`src/rtl/vga_timing_gen.sv`:
```
// rtl/vga_timing_gen.sv - parametrised VGA raster timing generator (optional frame counter: VGA_TIMING_FRAME_CNT_EN)
module vga_timing_gen #(
    parameter int H_ACTIVE   = 640,
    parameter int H_FP       = 16,
    parameter int H_SYNC     = 96,
    parameter int H_BP       = 48,
    parameter int V_ACTIVE   = 480,
    parameter int V_FP       = 10,
    parameter int V_SYNC     = 2,
    parameter int V_BP       = 33,
    parameter int H_SYNC_POL = 0,
    parameter int V_SYNC_POL = 0,
    parameter int POS_W      = 10
) (
    input  logic             i_pixel_clock,
    input  logic             i_reset,
    input  logic             i_ce,
    output logic             o_hsync,
    output logic             o_vsync,
    output logic             o_video_on,
    output logic [POS_W-1:0] o_hpos,
    output logic [POS_W-1:0] o_vpos,
    output logic             o_line_start,
    output logic             o_frame_start
`ifdef VGA_TIMING_FRAME_CNT_EN
    ,
    output logic [7:0]       o_frame_count
`endif
);

    localparam int H_TOTAL = H_ACTIVE + H_FP + H_SYNC + H_BP;
    localparam int V_TOTAL = V_ACTIVE + V_FP + V_SYNC + V_BP;

    localparam logic [POS_W-1:0] H_LAST     = POS_W'(H_TOTAL - 1);
    localparam logic [POS_W-1:0] V_LAST     = POS_W'(V_TOTAL - 1);
    localparam logic [POS_W-1:0] H_VIS      = POS_W'(H_ACTIVE);
    localparam logic [POS_W-1:0] V_VIS      = POS_W'(V_ACTIVE);
    localparam logic [POS_W-1:0] HS_FIRST   = POS_W'(H_ACTIVE + H_FP);
    localparam logic [POS_W-1:0] HS_LAST    = POS_W'(H_ACTIVE + H_FP + H_SYNC - 1);
    localparam logic [POS_W-1:0] VS_FIRST   = POS_W'(V_ACTIVE + V_FP);
    localparam logic [POS_W-1:0] VS_LAST    = POS_W'(V_ACTIVE + V_FP + V_SYNC - 1);
    localparam logic             HS_ON      = (H_SYNC_POL != 0);
    localparam logic             VS_ON      = (V_SYNC_POL != 0);

    logic [POS_W-1:0] r_h_cnt;
    logic [POS_W-1:0] r_v_cnt;
    logic             r_hsync;
    logic             r_vsync;
    logic             r_video_on;
    logic [POS_W-1:0] r_hpos;
    logic [POS_W-1:0] r_vpos;
    logic             r_line_start;
    logic             r_frame_start;

    logic w_h_wrap;
    logic w_v_wrap;
    logic w_video;
    logic w_hs_act;
    logic w_vs_act;
    logic w_line_first;
    logic w_frame_first;

    // Decode the current (pre-increment) position; every output registers this.
    assign w_h_wrap      = (r_h_cnt == H_LAST);
    assign w_v_wrap      = (r_v_cnt == V_LAST);
    assign w_video       = (r_h_cnt < H_VIS) && (r_v_cnt < V_VIS);
    assign w_hs_act      = (r_h_cnt >= HS_FIRST) && (r_h_cnt <= HS_LAST);
    assign w_vs_act      = (r_v_cnt >= VS_FIRST) && (r_v_cnt <= VS_LAST);
    assign w_line_first  = (r_h_cnt == '0);
    assign w_frame_first = w_line_first && (r_v_cnt == '0);

    always_ff @(posedge i_pixel_clock) begin
        if (i_reset) begin
            r_h_cnt       <= '0;
            r_v_cnt       <= '0;
            r_hsync       <= ~HS_ON;
            r_vsync       <= ~VS_ON;
            r_video_on    <= 1'b0;
            r_hpos        <= '0;
            r_vpos        <= '0;
            r_line_start  <= 1'b0;
            r_frame_start <= 1'b0;
        end else if (i_ce) begin
            r_h_cnt <= w_h_wrap ? '0 : r_h_cnt + 1'b1;
            if (w_h_wrap) begin
                r_v_cnt <= w_v_wrap ? '0 : r_v_cnt + 1'b1;
            end
            r_hsync       <= w_hs_act ? HS_ON : ~HS_ON;
            r_vsync       <= w_vs_act ? VS_ON : ~VS_ON;
            r_video_on    <= w_video;
            r_hpos        <= r_h_cnt;
            r_vpos        <= r_v_cnt;
            r_line_start  <= w_line_first;
            r_frame_start <= w_frame_first;
        end else begin
            // Strobes mark enabled edges only; level outputs hold.
            r_line_start  <= 1'b0;
            r_frame_start <= 1'b0;
        end
    end

    assign o_hsync       = r_hsync;
    assign o_vsync       = r_vsync;
    assign o_video_on    = r_video_on;
    assign o_hpos        = r_hpos;
    assign o_vpos        = r_vpos;
    assign o_line_start  = r_line_start;
    assign o_frame_start = r_frame_start;

`ifdef VGA_TIMING_FRAME_CNT_EN
    logic [7:0] r_frame_count;

    always_ff @(posedge i_pixel_clock) begin
        if (i_reset) begin
            r_frame_count <= 8'd0;
        end else if (i_ce && w_frame_first) begin
            r_frame_count <= r_frame_count + 8'd1;
        end
    end

    assign o_frame_count = r_frame_count;
`endif

endmodule
```
`config.mk`:
```
export PLATFORM = sky130hd
export DESIGN_NAME = vga_timing_gen
export DESIGN_NICKNAME = d
export VERILOG_FILES = /design/src/rtl/vga_timing_gen.sv
export SDC_FILE = /design/constraint.sdc
export NUM_CORES = 1
export LEC_CHECK = 0
export ABC_CLOCK_PERIOD_IN_PS = 2800
export BUFFER_PORTS_ARGS = -buffer_cell sky130_fd_sc_hd__buf_2
export CORE_ASPECT_RATIO = 1.25
export CORE_MARGIN = 2
export CORE_UTILIZATION = 56
export DETAILED_ROUTE_END_ITERATION = 10
export GPL_ROUTABILITY_DRIVEN = 0
export GPL_TIMING_DRIVEN = 0
export HOLD_SLACK_MARGIN = 0.12
export PLACE_DENSITY = 0.87
export SLEW_MARGIN = 30
export SYNTH_ARGS = -nofsm -noshare
export SYNTH_HDL_FRONTEND = slang
export SYNTH_SLANG_ARGS = --single-unit
```
`constraint.sdc`:
```
create_clock -name i_pixel_clock -period 2.8 [get_ports i_pixel_clock]
set_input_delay 0.42 -clock i_pixel_clock [delete_from_list [all_inputs] [get_ports i_pixel_clock]]
set_output_delay 0.42 -clock i_pixel_clock [all_outputs]
set_load 0.02 [all_outputs]
```
==> impl_metrics.env, run 1 <==
export IMPL_min_period_over_period_pct=79.58
export IMPL_area_growth_pct=13.11
export IMPL_wl_per_cell_um=14.07
export IMPL_cp_slowest_stage_delay_ns=0.51
export IMPL_post_cts_setup_buffer_count=0
export IMPL_die_w_um=57.65
export IMPL_core_area_um2=3453
export IMPL_grt_max_degree=15
export IMPL_synth_fp_nets=226
export IMPL_rows=24
export IMPL_ctsResizeCount=0
export IMPL_num_io_pins=28
export IMPL_ir_worst_vdd_mv=0.3742
export IMPL_power_density_nw_per_um2=478.7
export IMPL_fin_util_pct=65.98
export IMPL_start_util_pct=58.33
export IMPL_final_hold_violation_count=0
export IMPL_cts_tree="yes"
export IMPL_cp_cell_sequence="ha_1 > nand4_2 > or3_1 > buf_2 > or4_4 > a21oi_2"
export IMPL_cp_slowest_cell="or4_4"
export IMPL_setup_viol=0
export IMPL_leakagePower_nw=0.9551
export IMPL_drv_cap=0
export IMPL_nets=259
export IMPL_final_layout_size_suffix_gt1_share_pct=20.24
export IMPL_synth_seq_cells=45
export IMPL_cts_root_buffer="clkbuf_8"
export IMPL_grt_first_pass_wirelength_um=6982
export IMPL_drc=0
export IMPL_crit_path_end_kind="flip-flop"
export IMPL_cts_sinks=45
export IMPL_worstPathRequired_ns=3.04
export IMPL_avgSynthCellArea_um2=9.198
export IMPL_synthDistinctLibCells=38
export IMPL_worst_path_max_fanout=8
export IMPL_crit_type="reg2reg"
export IMPL_nFillCells=292
export IMPL_synth_top_area_share_pct=44.72
export IMPL_dieArea_um2=4096
export IMPL_arrival_ns=2.47
export IMPL_grt_use_total_pct=22.06
export IMPL_yosysWarnings=0
export IMPL_antennaDiodeCount=0
export IMPL_netlist_instances=219
export IMPL_slew_headroom_pct=45.64
export IMPL_h_tree_depth=2
export IMPL_async_flop_share_pct=0
export IMPL_drtIter0Drc=79
export IMPL_drt_total_wl_um=4093
export IMPL_viasPerCell=5.766
export IMPL_numCtsBuffers=5
export IMPL_startpoint_type="flip-flop"
export IMPL_report_final_slew_viol_count=0
export IMPL_rsz0062_at_grt="no"
export IMPL_antenna_found_initial=0
export IMPL_portBuffers=26
export IMPL_synth_area_um2=2014
export IMPL_synth_edf_count=0
export IMPL_synth_area_leader_cell="dfxtp_1"
export IMPL_clock_path_buffers=2
export IMPL_max_freq_mhz=448.8
export IMPL_dieHeight_um=71.06
export IMPL_place_ws_ns=0.6082
export IMPL_worst_clock_skew_ns=0.01127
export IMPL_synthFlopType="dfxtp_1"
export IMPL_seq_area_frac_synth_pct=44.72
export IMPL_fin_setup_tns_ns=0
export IMPL_status="finished, final reports clean"
export IMPL_path_clk_slew_ns=0.09
export IMPL_grt_pass1_vias=1581
export IMPL_worst_pin_slew_ns=0.8091
export IMPL_firstDrtPassIters=4
export IMPL_overflow=0
export IMPL_ant_nets=0
export IMPL_period_needed_ns=2.228
export IMPL_clk_latency_ns=0.30
export IMPL_post_dp_hpwl_um=2988
export IMPL_num_vias=1678
export IMPL_min_path_type="reg2reg"
export IMPL_yosys_top_cells_area="dfxtp_1 45%, mux2i_1 10%, nor2_1 6.0%, xnor2_1 3.5%, ha_1 2.5%"
export IMPL_cts_hold_buf=0
export IMPL_fin_ws_ns=0.5718
[kinds of logic (layout without fill, tap and decap cells)]
logic type | Yosys count | in the layout | synth area share (%)
AOI/OAI and AO/OA | 16 | 16 | 4.783
xor gates and xnor gates | 13 | 13 | 5.652
adders and majority gates | 4 | 4 | 2.485
buffers and inverters | 24 | 57 | 5.590
DFF | 45 | 45 | 44.72
muxes | 21 | 21 | 10.43
and+or+nand+nor | 96 | 96 | 26.34
[layout make-up]
class                      count  area [um2]  share of cell area, %
sequential                    45       900.9                  39.54
buffer                        17       86.33                  3.789
timing repair buffer          26       130.1                  5.711
clock buffer                   5       68.82                  3.020
inverter                       7       26.28                  1.153
multi-input combinational    150        1001                  43.93
tap                           39       48.80                  2.142
clock inverter                 2       16.27                 0.7139
[power by group]
group	switching (mW)	internal (mW)
logic	0.0353	0.0197
registers	0.00394	0.646
clock network	0.214	0.172
[metal layers]
metal / vias to the layer above / wire length, um / GRT usage [%]
met3: 13 / 230 / 6.399
met4: 0 / 123 / 10.59
met1: 787 / 1717 / 25.26
met2: 46 / 2022 / 37.12
li1: 832 / - / -
met5: - / 0 / 0
[per-stage QoR]
stage	power, mW	std cells	hold slack [ns]	area (um2)
2_1_floorplan	0.7038	219	0.4861	2014
3_3_place_gp	0.7187	284	0.4577	2193
3_5_place_dp	0.7200	284	0.4755	2193
4_1_cts	1.104	291	0.4867	2278
5_1_grt	1.136	291	0.4989	2278
6_report	1.091	291	0.4774	2278
[sequential cells by signal, indices dropped and copies added (netlist names)]
signal         flops
o_hpos            10
o_vpos            10
o_line_start       1
o_hsync            1
o_frame_start      1
o_vsync            1
o_video_on         1
r_h_cnt           10
r_v_cnt           10
[path summary, 6_finish.rpt]
kind	startpoint	end	slack [ns]	depth (start not counted)
max	r_h_cnt[1]$_SDFFE_PP0P_	r_v_cnt[8]$_SDFFE_PP0P_	0.57	6
max reg2reg	r_h_cnt[1]$_SDFFE_PP0P_	r_v_cnt[8]$_SDFFE_PP0P_	0.57	6
min	o_video_on$_SDFFE_PP0P_	o_video_on$_SDFFE_PP0P_	0.48	2
min reg2reg	o_video_on$_SDFFE_PP0P_	o_video_on$_SDFFE_PP0P_	0.48	2
[critical path, delay by kind of cell, from the launching register on]
kind            cells  cell delay (ns)
buf+inv             1             0.16
flops               1             0.41
fa+ha+maj           1             0.26
compound gates      1             0.13
simple gates        3             1.19
[cells in the final DEF (no fill, tap or decap), types with 5 or more instances in the layout]
| cell type | count |
|---|---|
| nor4_1 | 7 |
| inv_1 | 7 |
| clkbuf_1 | 5 |
| xor2_1 | 5 |
| nand2_1 | 8 |
| mux2i_1 | 21 |
| a21oi_1 | 9 |
| nand4_1 | 6 |
| nor3_1 | 9 |
| nor2_1 | 32 |
| nand3_1 | 9 |
| xnor2_1 | 8 |
| dfxtp_1 | 45 |
| clkbuf_8 | 5 |
| buf_2 | 32 |
[synthesized netlist by cell type, types with 2 or more instances]
cell type,count
a21oi_1,9
and3_1,3
buf_1,4
buf_2,6
buf_6,2
clkbuf_1,5
dfxtp_1,45
ha_1,4
inv_1,7
mux2i_1,21
nand2_1,8
nand2b_1,3
nand3_1,9
nand4_1,6
nor2_1,32
nor3_1,9
nor4_1,7
nor4b_1,4
o21ai_0,2
o311ai_0,2
or2_2,3
xnor2_1,8
xor2_1,5
No activity file was read; power rests on OpenSTA's default activity.
==> run 2: changes to the inputs <==
- ABC_AREA: not set -> 1
- ABC_CLOCK_PERIOD_IN_PS: 2800 -> 2100
- clock period: 2.8 -> 2.1 ns (I/O delays scaled with it)
==> run 2 against run 1 <==
  * Combinational power increased to 2.5 times the previous value
  * Fmax increased by 51%
  * Die area increased by 0.88%
  * Largest power group unchanged
  * Critical endpoint is now r_v_cnt[1]$_SDFFE_PP0P_
  * Global-route usage increased by 3.8 points
  * Synthesized cell count increased by 31%
  * Clock skew decreased by 0.0048 ns
  * First-iteration DRC count increased by 3.8%
  * Design area increased by 3.0%
==> impl_metrics.env, run 2 <==
export IMPL_h_tree_depth=2
export IMPL_cts_tree="yes"
export IMPL_slew_headroom_pct=69.92
export IMPL_antenna_found_initial=0
export IMPL_leakagePower_nw=1.033
export IMPL_fin_util_pct=67.35
export IMPL_num_io_pins=28
export IMPL_startpoint="r_h_cnt[0]$_SDFFE_PP0P_"
export IMPL_worst_clock_skew_ns=0.006499
export IMPL_setup_viol=0
export IMPL_area_growth_pct=15.38
export IMPL_cts_sinks=45
export IMPL_dp_cells=352
export IMPL_core_area_um2=3483
export IMPL_r2r_end="r_v_cnt[1]$_SDFFE_PP0P_"
export IMPL_arrival_ns=1.68
export IMPL_seq_area_frac_synth_pct=44.31
export IMPL_rows=24
export IMPL_min_path_type="in2reg"
export IMPL_grt_pass1_vias=1922
export IMPL_synth_area_um2=2033
export IMPL_worstPathRequired_ns=2.31
export IMPL_startpoint_type="flip-flop"
export IMPL_clk_latency_ns=0.30
export IMPL_synth_edf_count=0
export IMPL_final_hold_violation_count=0
export IMPL_grt_max_degree=15
export IMPL_post_dp_hpwl_um=3587
export IMPL_drc=0
export IMPL_nets=327
export IMPL_synth_most_common_cell="nand2_1"
export IMPL_clock_path_buffers=2
export IMPL_overflow=0
export IMPL_synth_seq_cells=45
export IMPL_power_density_nw_per_um2=770.6
export IMPL_die_w_um=57.90
export IMPL_r2r_start="r_h_cnt[0]$_SDFFE_PP0P_"
export IMPL_synthDistinctLibCells=27
export IMPL_path_clk_slew_ns=0.09
export IMPL_report_final_slew_viol_count=0
export IMPL_worst_pin_slew_ns=0.4512
export IMPL_ir_worst_vdd_mv=0.6139
export IMPL_wl_per_cell_um=13.36
export IMPL_crit_end="r_v_cnt[1]$_SDFFE_PP0P_"
export IMPL_drtIter0Drc=82
export IMPL_final_common_cell="nand2_1"
export IMPL_drv_cap=0
export IMPL_viasPerCell=5.506
export IMPL_status="finished, final reports clean"
export IMPL_synth_common_cells="64 x nand2_1, 45 x dfxtp_1, 32 x inv_1"
export IMPL_yosysWarnings=0
export IMPL_synth_fp_nets=294
export IMPL_timing_hold_ws_ns=0.2366
export IMPL_ctsResizeCount=0
export IMPL_numCtsBuffers=5
export IMPL_yosys_top_cells_area="dfxtp_1 44%, nand2_1 12%, a21oi_1 7.6%, inv_1 5.9%, nor2_1 5.7%"
export IMPL_grt_use_total_pct=25.85
export IMPL_final_cell_mix="64 x nand2_1, 45 x dfxtp_1, 32 x inv_1, 31 x a21oi_1, 31 x nor2_1"
export IMPL_drt_total_wl_um=4811
export IMPL_rsz0062_at_grt="no"
export IMPL_crit_type="reg2reg"
export IMPL_cts_root_buffer="clkbuf_8"
export IMPL_crit_path_end_kind="flip-flop"
export IMPL_start_util_pct=58.37
export IMPL_final_layout_size_suffix_gt1_share_pct=15.89
export IMPL_period_needed_ns=1.477
export IMPL_synth_area_leader_cell="dfxtp_1"
export IMPL_instances_no_fill=360
export IMPL_r2r_slack_ns=0.62
export IMPL_min_period_over_period_pct=70.32
export IMPL_async_flop_share_pct=0
export IMPL_synthFlopType="dfxtp_1"
export IMPL_post_cts_setup_buffer_count=0
export IMPL_grt_first_pass_wirelength_um=8252
export IMPL_num_vias=1982
export IMPL_worst_path_max_fanout=6
export IMPL_max_freq_mhz=677.2
export IMPL_avgSynthCellArea_um2=7.084
export IMPL_ff2ff_path_depth=8
export IMPL_netlist_instances=287
export IMPL_cts_hold_buf=0
export IMPL_antennaDiodeCount=0
export IMPL_fin_setup_tns_ns=0
export IMPL_firstDrtPassIters=4
export IMPL_portBuffers=26
export IMPL_dieArea_um2=4132
export IMPL_dieHeight_um=71.37
export IMPL_ant_nets=0
export IMPL_synth_top_area_share_pct=44.31
export IMPL_finalPower_mw=1.808
run 2: logic make-up after synthesis:
kind of cell	Yosys count	share of synthesized area (%)
xor+xnor	2	0.8617
simple gates	136	30.03
fa+ha+maj	4	2.462
buf+inv	45	8.615
compound gates	55	13.72
flops	45	44.31
run 2: area by class of cell:
type / instances / area [um2]
timing repair buffer: 26 / 130.1
multi-input combinational: 197 / 957.2
clock buffer: 5 / 68.82
clock inverter: 3 / 65.06
inverter: 37 / 138.9
sequential: 45 / 900.9
fill: 301 / 1137
buffer: 8 / 36.28
tap: 39 / 48.80
run 2: worst min-delay path by stage:
stage                     depth (start not counted)                  from                       to  slack [ns]
after floorplan                                   1               i_reset  r_h_cnt[0]$_SDFFE_PP0P_        0.39
after global placement                            2  o_hsync$_SDFFE_PP1P_     o_hsync$_SDFFE_PP1P_        0.45
after detailed placement                          2  o_hsync$_SDFFE_PP1P_     o_hsync$_SDFFE_PP1P_        0.45
after CTS                                         2               i_reset  r_h_cnt[0]$_SDFFE_PP0P_        0.24
after global routing                              2               i_reset  r_h_cnt[0]$_SDFFE_PP0P_        0.25
final                                             2               i_reset  r_h_cnt[0]$_SDFFE_PP0P_        0.24
run 2: per-layer routing:
layer / part of all wire (%) / vias to the layer above / track usage, %
met4: 4.2 / 0 / 16.80
met2: 51 / 69 / 43.81
met5: 0 / - / 0
met3: 5.2 / 21 / 5.596
met1: 40 / 903 / 28.70
li1: - / 989 / -
run 2: per-stage QoR:
step,instance area (um2),worst slack [ns]
finish,2346,0.6233
global route,2346,0.5264
CTS,2346,0.6568
detailed placement,2212,0.6755
global placement,2212,0.6798
floorplan,2033,0.8505
run 2: critical path, cell delays in order, from the launching register on:
cell	delay [ns]
dfxtp_1	0.41
ha_1	0.21
nand2_2	0.09
nor2_4	0.13
nand3_2	0.17
nand2_4	0.17
inv_2	0.07
nand2_1	0.07
nand2_1	0.06
run 2: power by group:
group	leakage [nW]	total, mW	internal, mW	switching (mW)
registers	0.367	0.895	0.880	0.0145
clock network	0.0681	0.774	0.473	0.302
logic	0.598	0.139	0.0434	0.0957
total	1.03	1.81	1.40	0.412
